==> src/rtl/seq_gen_pkg.sv <==
// seq_gen_pkg: shared state encoding and default pattern
// for the serial pattern generator and its detector.
package seq_gen_pkg;

    typedef enum logic [1:0] {
        IDLE = 2'd0,
        SEND = 2'd1,
        GAP  = 2'd2,
        DONE = 2'd3
    } state_e;

    localparam logic [5:0] DEFAULT_PAT = 6'b110101;

endpackage

==> src/rtl/seq_pattern_gen_if.sv <==
// seq_pattern_gen_if: request and serial output bundle
// between a pattern generator and its requester.
interface seq_pattern_gen_if #(
    parameter int PAT_W = 6,
    parameter int CNT_W = 8,
    parameter int GAP_W = 4
);
    logic             start;
    logic             use_default;
    logic [PAT_W-1:0] pattern;
    logic [CNT_W-1:0] repeat_cnt;
    logic [GAP_W-1:0] gap_len;
    logic             x_out;
    logic             x_valid;
    logic             frame_start;
    logic             busy;
    logic             done;

    modport master (
        output start, use_default, pattern,
        output repeat_cnt, gap_len,
        input  x_out, x_valid, frame_start,
        input  busy, done
    );

    modport slave (
        input  start, use_default, pattern,
        input  repeat_cnt, gap_len,
        output x_out, x_valid, frame_start,
        output busy, done
    );
endinterface

==> src/rtl/seq_shift_ser.sv <==
// seq_shift_ser: parallel-load MSB-first shifter with a
// bit counter flagging the first and last bit of a frame.
module seq_shift_ser #(
    parameter int PAT_W = 6
) (
    input  logic             clk,
    input  logic             rst,
    input  logic             load,
    input  logic             shift,
    input  logic [PAT_W-1:0] load_val,
    output logic             msb,
    output logic             first_bit,
    output logic             last_bit
);
    localparam int BW = $clog2(PAT_W);
    localparam logic [BW-1:0] TOP = BW'(PAT_W - 1);

    logic [PAT_W-1:0] sr_q, sr_d;
    logic [BW-1:0]    bit_cnt_q, bit_cnt_d;

    // load wins so a back-to-back reload overrides the shift
    always_comb begin
        sr_d      = sr_q;
        bit_cnt_d = bit_cnt_q;
        if (load) begin
            sr_d      = load_val;
            bit_cnt_d = TOP;
        end else if (shift) begin
            sr_d      = {sr_q[PAT_W-2:0], 1'b0};
            bit_cnt_d = bit_cnt_q - BW'(1);
        end
    end

    always_ff @(posedge clk or posedge rst) begin
        if (rst) begin
            sr_q      <= '0;
            bit_cnt_q <= '0;
        end else begin
            sr_q      <= sr_d;
            bit_cnt_q <= bit_cnt_d;
        end
    end

    assign msb       = sr_q[PAT_W-1];
    assign first_bit = (bit_cnt_q == TOP);
    assign last_bit  = (bit_cnt_q == '0);
endmodule

==> src/rtl/seq_pattern_gen.sv <==
// seq_pattern_gen: Moore serial pattern generator that sends
// a latched pattern a latched number of times with gaps.
module seq_pattern_gen #(
    parameter int               PAT_W       = 6,
    parameter logic [PAT_W-1:0] DEFAULT_PAT = seq_gen_pkg::DEFAULT_PAT,
    parameter int               CNT_W       = 8,
    parameter int               GAP_W       = 4
) (
    input logic               clk,
    input logic               rst,
    seq_pattern_gen_if.slave  bus
);
    import seq_gen_pkg::*;

    state_e           state_q, state_d;
    logic [PAT_W-1:0] pat_q, pat_d;
    logic [CNT_W-1:0] frames_q, frames_d;
    logic [GAP_W-1:0] gap_len_q, gap_len_d;
    logic [GAP_W-1:0] gap_cnt_q, gap_cnt_d;

    logic             load, shift;
    logic [PAT_W-1:0] load_val, pat_sel;
    logic             msb, first_bit, last_bit;

    assign pat_sel = bus.use_default ? DEFAULT_PAT : bus.pattern;

    seq_shift_ser #(.PAT_W(PAT_W)) u_ser (
        .clk       (clk),
        .rst       (rst),
        .load      (load),
        .shift     (shift),
        .load_val  (load_val),
        .msb       (msb),
        .first_bit (first_bit),
        .last_bit  (last_bit)
    );

    always_comb begin
        state_d   = state_q;
        pat_d     = pat_q;
        frames_d  = frames_q;
        gap_len_d = gap_len_q;
        gap_cnt_d = gap_cnt_q;
        load      = 1'b0;
        shift     = 1'b0;
        load_val  = pat_q;
        unique case (state_q)
            IDLE: if (bus.start) begin
                pat_d     = pat_sel;
                frames_d  = bus.repeat_cnt;
                gap_len_d = bus.gap_len;
                load      = 1'b1;
                load_val  = pat_sel;
                state_d   = (bus.repeat_cnt != '0) ? SEND : DONE;
            end
            SEND: begin
                shift = 1'b1;
                if (last_bit) begin
                    frames_d = frames_q - CNT_W'(1);
                    if (frames_q == CNT_W'(1)) begin
                        state_d = DONE;
                    end else if (gap_len_q != '0) begin
                        state_d   = GAP;
                        gap_cnt_d = gap_len_q - GAP_W'(1);
                    end else begin
                        load = 1'b1;
                    end
                end
            end
            GAP: begin
                gap_cnt_d = gap_cnt_q - GAP_W'(1);
                if (gap_cnt_q == '0) begin
                    load    = 1'b1;
                    state_d = SEND;
                end
            end
            DONE: state_d = IDLE;
            default: state_d = IDLE;
        endcase
    end

    always_ff @(posedge clk or posedge rst) begin
        if (rst) begin
            state_q   <= IDLE;
            pat_q     <= '0;
            frames_q  <= '0;
            gap_len_q <= '0;
            gap_cnt_q <= '0;
        end else begin
            state_q   <= state_d;
            pat_q     <= pat_d;
            frames_q  <= frames_d;
            gap_len_q <= gap_len_d;
            gap_cnt_q <= gap_cnt_d;
        end
    end

    assign bus.x_valid     = (state_q == SEND);
    assign bus.x_out       = bus.x_valid & msb;
    assign bus.frame_start = bus.x_valid & first_bit;
    assign bus.busy        = (state_q != IDLE);
    assign bus.done        = (state_q == DONE);
endmodule

==> src/flat_wrapper.sv <==
// flat-port wrapper written by rule: the top's interface ports become plain ports
module seq_pattern_gen_flat import seq_gen_pkg::*;
#(
    parameter int               PAT_W       = 6,
    parameter logic [PAT_W-1:0] DEFAULT_PAT = seq_gen_pkg::DEFAULT_PAT,
    parameter int               CNT_W       = 8,
    parameter int               GAP_W       = 4
)
  (clk, rst, bus_start, bus_use_default, bus_pattern, bus_repeat_cnt, bus_gap_len, bus_x_out, bus_x_valid, bus_frame_start, bus_busy, bus_done);
  seq_pattern_gen_if #(.PAT_W(PAT_W), .CNT_W(CNT_W), .GAP_W(GAP_W)) bus_i ();
  input logic clk;
  input logic rst;
  input wire logic [$bits(bus_i.start)-1:0] bus_start;
  input wire logic [$bits(bus_i.use_default)-1:0] bus_use_default;
  input wire logic [$bits(bus_i.pattern)-1:0] bus_pattern;
  input wire logic [$bits(bus_i.repeat_cnt)-1:0] bus_repeat_cnt;
  input wire logic [$bits(bus_i.gap_len)-1:0] bus_gap_len;
  output wire logic [$bits(bus_i.x_out)-1:0] bus_x_out;
  output wire logic [$bits(bus_i.x_valid)-1:0] bus_x_valid;
  output wire logic [$bits(bus_i.frame_start)-1:0] bus_frame_start;
  output wire logic [$bits(bus_i.busy)-1:0] bus_busy;
  output wire logic [$bits(bus_i.done)-1:0] bus_done;
  assign bus_i.start = bus_start;
  assign bus_i.use_default = bus_use_default;
  assign bus_i.pattern = bus_pattern;
  assign bus_i.repeat_cnt = bus_repeat_cnt;
  assign bus_i.gap_len = bus_gap_len;
  assign bus_x_out = bus_i.x_out;
  assign bus_x_valid = bus_i.x_valid;
  assign bus_frame_start = bus_i.frame_start;
  assign bus_busy = bus_i.busy;
  assign bus_done = bus_i.done;
  seq_pattern_gen #(.PAT_W(PAT_W), .DEFAULT_PAT(DEFAULT_PAT), .CNT_W(CNT_W), .GAP_W(GAP_W)) u_core (.clk(clk), .rst(rst), .bus(bus_i));
endmodule
==> config.mk <==
export PLATFORM = sky130hd
export DESIGN_NAME = seq_pattern_gen_flat
export DESIGN_NICKNAME = d
export VERILOG_FILES = /design/src/rtl/seq_gen_pkg.sv /design/src/rtl/seq_pattern_gen_if.sv /design/src/rtl/seq_shift_ser.sv /design/src/rtl/seq_pattern_gen.sv /design/src/flat_wrapper.sv
export SDC_FILE = /design/constraint.sdc
export NUM_CORES = 1
export LEC_CHECK = 0
export CAP_MARGIN = 20
export CORE_ASPECT_RATIO = 1.1
export CORE_MARGIN = 8
export CORE_UTILIZATION = 26
export CTS_CLUSTER_SIZE = 14
export DETAILED_ROUTE_END_ITERATION = 7
export GPL_ROUTABILITY_DRIVEN = 0
export SYNTH_ARGS = -nofsm -noshare
export SYNTH_HDL_FRONTEND = slang
export SYNTH_SLANG_ARGS = --single-unit
==> constraint.sdc <==
create_clock -name clk -period 2.5 [get_ports clk]
set_input_delay 0.5 -clock clk [delete_from_list [all_inputs] [get_ports clk]]
set_output_delay 0.5 -clock clk [all_outputs]
set_load 0.01 [all_outputs]
* Word level (Yosys, flattened, before mapping) *
Index checks and enable logic that the tools add are counted.

storage, ports and cells
  register bits = 33
  input bits = 22
  output and inout bits = 5
  word-level logic and storage cells = 65

cells by class
  add/sub/neg operators = 4
  equal/unequal tests = 11
  muxes and demuxes = 28
  bitwise gates (word level) = 2
  reductions and logical operators = 13

operators with widths
  cell                                                  number
  two-way mux 6 bit                                     5
  two-way mux 8 bit                                     2
  one-hot mux 8 bit (2 select lines)                    1
  two-way mux 2 bit                                     6
  two-way mux 4 bit                                     3
  equality test 8 x 1 -> 1 bit (second input constant)  1
  != test 2 bit (second input constant)                 4
  one-hot mux 2 bit (4 select lines)                    1
  one-hot mux 4 bit (2 select lines)                    1
  AND reduction 4 bit                                   2
  nonzero test 2 bit                                    4
  nonzero test 8 bit                                    1
  subtractor 4 x 1 -> 4 bit (second input constant)     2
  subtractor 8 x 1 -> 8 bit (second input constant)     1
  two-way mux 1 bit                                     6
  two-way mux 3 bit                                     2
  equality test 2 bit (second input constant)           2
  zero test 4 bit                                       1
  nonzero test 4 bit                                    1
  equality test 3 bit (second input constant)           1
  zero test 3 bit                                       1
  != test 3 bit (second input constant)                 1
  one-hot mux 1 bit (3 select lines)                    1
  AND reduction 3 bit                                   1
  other kinds (6)                                       7

* Logic depth before layout (Yosys ltp) *
Gate-level depths: netlist of the first run.

  depth in word-level cells = 6
  mapped depth = 10
  depth with buffers taken out = 8

* Cells and area by module *
From an unflattened synthesis of the first run, not the netlist that was laid out.

unflattened totals
  cell total of the unflattened synthesis = 202
  area total of the unflattened synthesis = 1881.8 sq um

modules (own cells, without submodules)
  module           times used  cells an instance  area an instance (sq um)  sequential area each (sq um)
  seq_pattern_gen  1           158                1421.4                    600.6
  seq_shift_ser    1           44                 460.4                     225.2

* Worst setup path before layout of the first run *
OpenSTA, ideal clock, no wires.

  path kind = reg2out
  from = reg u_core.state_q[1]
  to = out bus_frame_start
  arrival = 1493 ps
  data required time = 2000 ps
  setup slack = 507 ps
  cell stages (with the launch flop) = 7
  path buffers = 3
  cells stage by stage = dfrtp_1 -> clkbuf_1 -> nand2b_1 -> clkbuf_1 -> inv_2 -> buf_1 -> and3_1

on the way
  longest elaborated chain between the ends = 2

RTL lines
  item                          RTL line                text
  start: declaration            seq_pattern_gen.sv:15   state_e state_q, state_d;
  start signal: assignment      seq_pattern_gen.sv:90   state_q <= state_d;
  equality test 2 x 1 -> 1 bit  seq_pattern_gen.sv:98   assign bus.x_valid = (state_q == SEND);
  named net bus_x_valid         flat_wrapper.sv:19      output wire logic [$bits(bus_i.x_valid)-1:0] bus_x_valid;
  bitwise AND 1 bit             seq_pattern_gen.sv:100  assign bus.frame_start = bus.x_valid & first_bit;
  end: declaration              flat_wrapper.sv:20      output wire logic [$bits(bus_i.frame_start)-1:0] bus_frame_start;

The timed path passes the listed nets, and every way through them passes these cells.

* Worst setup path in the final report of the first run *
  from = reg u_core.state_q[1]
  to = out bus_frame_start

on the way
  longest elaborated chain between the ends = 2

RTL lines
  item                          RTL line
  equality test 2 x 1 -> 1 bit  seq_pattern_gen.sv:98
  bitwise AND 1 bit             seq_pattern_gen.sv:100

No other way between the ends.

==> results of run 1 <==
## power by group
part | internal, uW | leakage (uW) | switching, uW
registers | 788 | 0.000403 | 225
logic | 667 | 0.000588 | 740
clock network | 325 | 0.0000585 | 199
total | 1780 | 0.00105 | 1160
## cell type report
class / instances / area [sq um]
clock buffer: 7 / 86.33
fill: 771 / 4870
inverter: 9 / 33.78
multi-input combinational: 163 / 1018
timing repair buffer: 36 / 335.3
sequential: 33 / 825.8
clock inverter: 1 / 30.03
tap: 87 / 108.9
## cells in the final DEF, fill, tap and decap left out, types with 6 or more instances in the layout
cell type        synthesis  layout
o21ai_0                 16      16
inv_1                    8       8
nor3_1                   8       8
dfrtp_1                 33      33
mux2_2                   6       6
nand2_1                 42      42
ha_1                     6       6
clkbuf_8                 0       6
clkdlybuf4s50_1          0      26
buf_4                    0      10
a21oi_1                  7       7
nor2_1                  17      17
## final timing paths
check | start | endpoint | slack (ns) | cells past startpoint
max in group asynchronous | rst | u_core.frames_q[3]$_DFFE_PP0P_ | 1.58 | 3
min in group asynchronous | rst | u_core.u_ser.sr_q[2]$_DFFE_PP0P_ | 0.61 | 3
max reg2reg | u_core.frames_q[2]$_DFFE_PP0P_ | u_core.u_ser.sr_q[5]$_DFFE_PP0P_ | 0.33 | 4
min | u_core.pat_q[5]$_DFF_PP0_ | u_core.pat_q[5]$_DFF_PP0_ | 0.46 | 2
max | u_core.state_q[1]$_DFFE_PP0P_ | bus_frame_start | 0.21 | 4
min reg2reg | u_core.pat_q[5]$_DFF_PP0_ | u_core.pat_q[5]$_DFF_PP0_ | 0.46 | 2
## cell families (layout without fill, tap and decap cells)
group,Yosys count,after routing
AO/OA/AOI/OAI,47,47
XOR/XNOR,2,2
flip-flops,33,33
multiplexers,9,9
adder cells (fa/ha/maj),6,6
buffers and inverters,19,53
AND/OR/NAND/NOR,99,99
## routing by layer
metal  global-route usage, %  vias to the layer above  wire (microns)
li1                        -                      823               -
met1                   10.82                      781            2122
met2                   15.18                       20            2307
met3                   2.941                        2             188
met4                   4.013                        0              46
met5                       0                        -               0
## per-stage QoR
step	total power [uW]	setup WS [ns]	std cells	hold WS (ns)
after floorplan	1985	0.5068	215	0.4291
after global placement	2400	0.2137	328	0.4429
after detailed placement	2439	0.2011	328	0.4514
final	2945	0.2093	336	0.4632
after global routing	3199	0.1074	336	0.4918
after CTS	2977	0.2072	336	0.4678
## worst max-delay path, delay by kind of cell (launching register included)
kind | cells | cell delay, ns
DFF | 1 | 0.40
and+or+nand+nor | 2 | 0.38
buffers and inverters | 2 | 0.74
## state kept, by name (all words and copies together), names as in the netlist
| signal | cells |
|---|---|
| u_core.frames_q | 8 |
| u_core.pat_q | 6 |
| u_core.u_ser.sr_q | 6 |
| u_core.gap_cnt_q | 4 |
| u_core.gap_len_q | 4 |
| u_core.u_ser.bit_cnt_q | 3 |
| u_core.state_q | 2 |
==> flow_summary.toml, run 1 <==
[status]
outcome = "complete, no violations"

[power_and_ir_drop]
powerDensity_nw_per_um2 = 1208
ir_drop_uv = 316.1
p_leak_uw = 0.001050

[layout]
nets = 276
final_area_sq_um = 2439
drive_above_1_share_pct = 12.05
num_antenna_cells = 0
postLayoutCoreUtil_pct = 33.37
area_growth_pct = 27.22

[global_routing]
grt_pass1_vias = 1642
grt_usage_pct = 9.226
antenna_found_initial = 0
grt_overflow = 0
grt_max_degree = 34
grt_pass1_wl_microns = 7734

[yosys]
yosys.area.top_type = "dfrtp_1"
ys_seq_area_share_pct = 43.08
avgSynthCellArea_sq_um = 8.916
synth_ff_type = "dfrtp_1"
syn_inst = 215
ys_top_cells_by_count = "42 x nand2_1, 33 x dfrtp_1, 17 x nor2_1"
synthDominantCellAreaShare_pct = 43.08
synth.cell_area_sq_um = 1917
yosys_warnings = 0
synthMuxAreaShare_pct = 5.091
synth.most_common_cell = "nand2_1"
synth_nets = 243
synth_xor_area_share_pct = 0.9138
synth_compound_area_share_pct = 18.21
synthArstFlopShare_pct = 100.0
synth-simple-area-share_pct = 25.00
synth.area.top_cells = "dfrtp_1 43%, nand2_1 8.2%, o21ai_0 4.2%"
synth_seq_cells = 33
synth_edf_count = 0
ys_types = 47
synth_top_family_by_area = "simple AND/OR/NAND/NOR gates"
synth_fa_ha_area_share_pct = 3.916

[clock_tree]
cts_buffers = 5
cts.root.buffer_cell = "clkbuf_8"
ctsHoldBuffers = 0
cts_tree = "yes"
cts.sinks = 33
postCtsSetupBuffers = 0
cts-resized-gates = 0
cts_max_level = 2
cts.path.max_buffers = 2
clkSlewWorstSetupHoldPaths_ns = 0.07
clk_latency_ns = 0.28

[timing]
rsz0062_at_grt = "no"
fin_tns_setup_ns = 0
finalHoldViolCount = 0
relSlewSlack_pct = 62.37
tightest_slew_ns = 0.5626
period_share_pct = 91.63
max_freq_mhz = 436.6
final_max_slew_viol_count = 0
period_minus_slack_ns = 2.291
skew_ns = 0.006928
final-setup-viol-count = 0

[worst_setup_path]
crit_type = "flip-flop to primary output"
endpoint_kind = "primary output"
max_stage_delay_ns = 0.53
arrival_ns = 1.79
start_kind = "flip-flop"
path_cells = "nand2b_1, inv_2, and3_1, clkdlybuf4s50_1"
critPathMaxFanout = 11
cp.required_ns = 2.00
cp_slowest_cell = "clkdlybuf4s50_1"

[job]
cap_violations = 0

[die]
initial_utilization_pct = 26.23
rows = 33
die-area_sq_um = 10380
dieHeight_microns = 106.1
die_width_microns = 97.87
coreArea_sq_um = 7308
ioPinCount = 27

[placement]
dp_hpwl_microns = 3467
io_buffers = 26
placed_area_sq_um = 2322

[route]
num_vias = 1626
drcViolationCount = 0
wl_microns = 4664
wl_per_cell_microns = 13.88
dr.pass1.iters = 4
routed_via_density = 4.839
drtIter0Drc = 46
antenna_left = 0

[min_path]
hp-class = "flip-flop to flip-flop"
Note: power is estimated with default switching activity, not from simulation.
==> run 2: changes to the inputs <==
CORE_UTILIZATION = 54   (was 26)
PLACE_DENSITY = 0.79   (was unset)
==> run 2 against run 1 <==
  * Fmax decreased by 2.6%
  * Wire length fell by 10%
  * Cell area fell by 5.6%
  * Sequential share of layout area up 2.0 points
  * Non-clock buffer count decreased by 3
  * First-iteration DRC count up 100%
  * Sequential cell count unchanged
  * Worst hold slack improved by 0.013 ns
  * Die area fell by 45%
  * Setup slack lost 0.061 ns
  * Critical path type unchanged
==> flow_summary.toml, run 2 (synthesis gave the netlist of run 1 again) <==
[route]
wl_microns = 4188
wl_per_cell_microns = 14.24
antenna_left = 0
routed_via_density = 5.612
num_vias = 1650
dr.pass1.iters = 4
drcViolationCount = 0
drtIter0Drc = 92

[clock_tree]
postCtsSetupBuffers = 0
cts_max_level = 2
cts.root.buffer_cell = "clkbuf_4"
cts.sinks = 33
cts_buffers = 5
cts-resized-gates = 0
ctsHoldBuffers = 0
cts_tree = "yes"
clkSlewWorstSetupHoldPaths_ns = 0.10
clk_latency_ns = 0.34
cts.path.max_buffers = 2

[placement]
dp_hpwl_microns = 3124
io_buffers = 26

[timing]
finalHoldViolCount = 0
skew_ns = 0.006956
period_share_pct = 94.05
rsz0062_at_grt = "no"
period_minus_slack_ns = 2.351
final_max_slew_viol_count = 0
fin_hold_ws_ns = 0.4766
tightest_slew_ns = 0.5560
max_freq_mhz = 425.3
final-setup-viol-count = 0
relSlewSlack_pct = 62.81
fin_tns_setup_ns = 0

[die]
dieHeight_microns = 78.49
ioPinCount = 27
die-area_sq_um = 5714
coreArea_sq_um = 3358
rows = 22
die_width_microns = 72.81
initial_utilization_pct = 57.08

[worst_setup_path]
cp.required_ns = 2.00
crit_type = "flip-flop to primary output"
max_stage_delay_ns = 0.53
path_cells = "nand2b_1, inv_2, and3_1, clkdlybuf4s50_1"
critPathMaxFanout = 5
arrival_ns = 1.85
cp_slowest_cell = "clkdlybuf4s50_1"
start_kind = "flip-flop"
endpoint_kind = "primary output"

[layout]
nets = 273
regMostFlops = "u_core.frames_q"
final_cell_mix = "42 x nand2_1, 33 x dfrtp_1, 26 x clkdlybuf4s50_1"
num_antenna_cells = 0
area_growth_pct = 20.10
drive_above_1_share_pct = 10.98
largest_reg_flops = 8
reg_top3 = "u_core.frames_q x8, u_core.pat_q x6, u_core.u_ser.sr_q x6"
mostFrequentLayoutCell = "nand2_1"

[global_routing]
grt_overflow = 0
antenna_found_initial = 0
grt_pass1_vias = 1613
grt_max_degree = 34
grt_pass1_wl_microns = 7224
grt_usage_pct = 15.65

[job]
cap_violations = 0

[power_and_ir_drop]
p_leak_uw = 0.001009
p_total_uw = 2678
powerDensity_nw_per_um2 = 1163
ir_drop_uv = 640.4

[min_path]
hp-class = "flip-flop to flip-flop"

[status]
outcome = "complete, no violations"
[run 2: path summary, 6_finish.rpt]
| check | cells past startpoint | to | slack [ns] | startpoint |
|---|---|---|---|---|
| max in group asynchronous | 3 | u_core.u_ser.bit_cnt_q[0]$_DFFE_PP0P_ | 1.66 | rst |
| max reg2reg | 4 | u_core.u_ser.sr_q[2]$_DFFE_PP0P_ | 0.33 | u_core.frames_q[2]$_DFFE_PP0P_ |
| min in group asynchronous | 3 | u_core.u_ser.sr_q[1]$_DFFE_PP0P_ | 0.54 | rst |
| min | 2 | u_core.pat_q[4]$_DFF_PP0_ | 0.48 | u_core.pat_q[4]$_DFF_PP0_ |
| min reg2reg | 2 | u_core.pat_q[4]$_DFF_PP0_ | 0.48 | u_core.pat_q[4]$_DFF_PP0_ |
| max | 4 | bus_frame_start | 0.15 | u_core.state_q[1]$_DFFE_PP0P_ |
[run 2: power by group]
part / internal [uW] / switching (uW)
clock: 107 / 187
combinational: 637 / 738
sequential: 787 / 222
[run 2: routing by layer]
metal / vias to the layer above / global-route usage [%] / wire [microns]
met1: 778 / 19.66 / 1947
met2: 46 / 24.46 / 1974
li1: 822 / - / -
met5: - / 0 / 0
met3: 4 / 4.447 / 222
met4: 0 / 6.413 / 44
[run 2: layout make-up]
class	instances	area, sq um
tap	48	60.06
clock inverter	2	10.01
timing repair buffer	33	312.8
clock buffer	6	41.29
multi-input combinational	163	1018
fill	293	1056
inverter	9	33.78
sequential	33	825.8
[run 2: critical path: cells and delay by family (launching register included)]
kind / cells / cell delay, ns
buffers and inverters: 2 / 0.67
and+or+nand+nor: 2 / 0.40
DFF: 1 / 0.44
[run 2: through the flow]
stage	util [%]	cells	area, sq um	setup slack (ns)
after CTS	68.55	294	2302	0.1364
final	68.55	294	2302	0.1487
after global routing	68.55	294	2302	0.07171
after global placement	67.03	286	2251	0.2279
after detailed placement	67.03	286	2251	0.1863
after floorplan	-	215	1917	0.5068
==> patch: new RTL, config.mk and constraints of run 1 <==
Re-encode `state_e` (4 states) as Gray code, 2 bits wide.
--- a/src/rtl/seq_gen_pkg.sv
+++ b/src/rtl/seq_gen_pkg.sv
@@ -3,10 +3,10 @@
 package seq_gen_pkg;
 
     typedef enum logic [1:0] {
-        IDLE = 2'd0,
-        SEND = 2'd1,
-        GAP  = 2'd2,
-        DONE = 2'd3
+        IDLE = 2'b00,
+        SEND = 2'b01,
+        GAP  = 2'b11,
+        DONE = 2'b10
     } state_e;
 
     localparam logic [5:0] DEFAULT_PAT = 6'b110101;
Check against the original RTL: no difference found for any inputs over 10 cycles, from zero or initial values and one cycle with rst high; not proved beyond that.
==> patch against run 1 <==
Core utilization down 0.32 points. Worst setup slack better by 0.045 ns. Wire length down 0.36%. Sequential cell count unchanged. Clock skew up 0.00089 ns. Synthesized cell count unchanged. Clock power down 2%. Hold slack better by 0.0094 ns. Power down 1.6%. Final area down 0.41%. Sequential share of layout area up 0.14 points. Synthesized area up 1.4%.
==> patch: results (changes against run 1) <==
[outcome]
status = completed

[timing]
tightest_slew_ns = 0.573  ; +0.0103 ns
clock_skew_ns = 0.00782  ; +0.000891 ns

[clock_network]
clockBufferDepth = 2  ; unchanged
numCtsBuffers = 5  ; unchanged
worstSkewPairLatency_ns = 0.30  ; +0.02 ns
htreeDepth = 2  ; unchanged
ctsRootBufferMaster = clkbuf_8
postCtsSetupBuffers = 0  ; unchanged
cts_resized = 0  ; unchanged
clk_pin_slew_worst_paths_ns = 0.08

[placed_design]
portBuffers = 26  ; unchanged
place_hpwl_um = 3460  ; -0.27%

[worst_setup_path]
crit_path_start = u_core.state_q[0]
timing.rr.start = u_core.frames_q[3]
cpMaxStageDelayCell = clkdlybuf4s50_1
worstPathArrival_ns = 1.75  ; -0.04 ns
slowest_delay_ns = 0.48  ; -0.05 ns
path_delay_family = buffers and inverters
critPathMaxFanout = 9  ; -2

[global_routing]
grt_pass1_vias = 1661  ; +1.2%
antenna_found_initial = 0  ; unchanged
grt_pass1_wl_um = 7950  ; +2.8%
grt_max_degree = 34  ; unchanged
grtUsageTotal_pct = 9.21  ; -0.015 points

[logic_synthesis]
muxShareOfSynthArea_pct = 3.22  ; -1.9 points
synthXorXnorAreaFrac_pct = 0.901  ; -0.012 points
synth_fp_nets = 243  ; unchanged
yosys-top-cells-area = dfrtp_1, nand2_1, o21ai_0, ha_1, inv_1
async_reset_ff_share_pct = 100  ; unchanged
ys_warn_count = 0  ; unchanged
synth-main-ff-cell = dfrtp_1
synth_seq_area_share_pct = 42.5  ; -0.58 points
synth_compound_area_share_pct = 22.3  ; +4.1 points
synth_cell_types = 47  ; unchanged
synthAdderAreaFrac_pct = 3.86  ; -0.053 points
yosys-top-cells-count = dfrtp_1, nand2_1, o21ai_0

[final_layout]
n_fill_cell = 781  ; +1.3%
nets = 272  ; -1.4%
reg_top3 = u_core.frames_q: 8 flops, u_core.pat_q: 6 flops, u_core.u_ser.sr_q: 6 flops
drive_above_1_share_pct = 10.6  ; -1.4 points
num_antenna_cells = 0  ; unchanged

[route]
avgViaCountPerCell = 5.03  ; +3.9%
dr.pass1.iters = 4  ; unchanged
routed_wl_um = 4650  ; -0.36%
first_iter_violations = 69  ; +50%

[hold_path]
hp-start = u_core.pat_q[0]
hp-class = register to register

[power]
p_leak_uw = 0.00103  ; -1.4%
irDropWorstVdd_v = 0.000460  ; +46%

-- patch: logic make-up (layout without fill, tap and decap cells) --
group | count (synthesis) | after routing
and+or+nand+nor | 81 | 81
adders and majority gates | 6 | 6
AOI/OAI and AO/OA | 61 | 61
muxes | 6 | 6
DFF | 33 | 33
xor gates and xnor gates | 2 | 2
buffers and inverters | 26 | 56
-- patch: final timing paths --
kind | endpoint | slack, ns | cells past startpoint
max | bus_frame_start | 0.25 | 4
min in group asynchronous | u_core.u_ser.bit_cnt_q[1] | 0.60 | 3
min reg2reg | u_core.pat_q[0] | 0.47 | 2
max in group asynchronous | u_core.frames_q[1] | 1.58 | 3
max reg2reg | u_core.u_ser.sr_q[0] | 0.41 | 4
min | u_core.pat_q[0] | 0.47 | 2
-- patch: stage by stage --
| stage | setup slack (ns) | cells | instance area, sq um |
|---|---|---|---|
| finish | 0.254 | 332 | 2430 |
| global placement | 0.314 | 324 | 2310 |
| detailed placement | 0.258 | 324 | 2310 |
| global route | 0.148 | 332 | 2430 |
| floorplan | 0.619 | 215 | 1940 |
| CTS | 0.194 | 332 | 2430 |
-- patch: layer usage --
metal	GRT usage (%)	share of wire (%)	vias up
met3	2.53	4.6	6
met2	14.2	44	34
met5	0	0	-
met1	11.8	50	796
li1	-	-	833
met4	4.17	1.5	0
-- patch: power by group --
group,internal (uW),switching (uW),total (uW)
Clock,298,217,515
Sequential,778,203,981
Combinational,608,795,1400
-- patch: cell type report --
class,instances,share of cell area [%]
clock inverters,3,1.91
well taps,87,4.48
multi-input cells,156,41.7
repair buffers,32,12.6
clock buffers,5,2.83
inverters,16,2.47
flip-flops and latches,33,34.0
-- patch: tightest hold or removal path, delay by kind of cell (launching register included) --
family,cells,cell delay [ns]
flops,1,0.33
simple gates,2,0.11
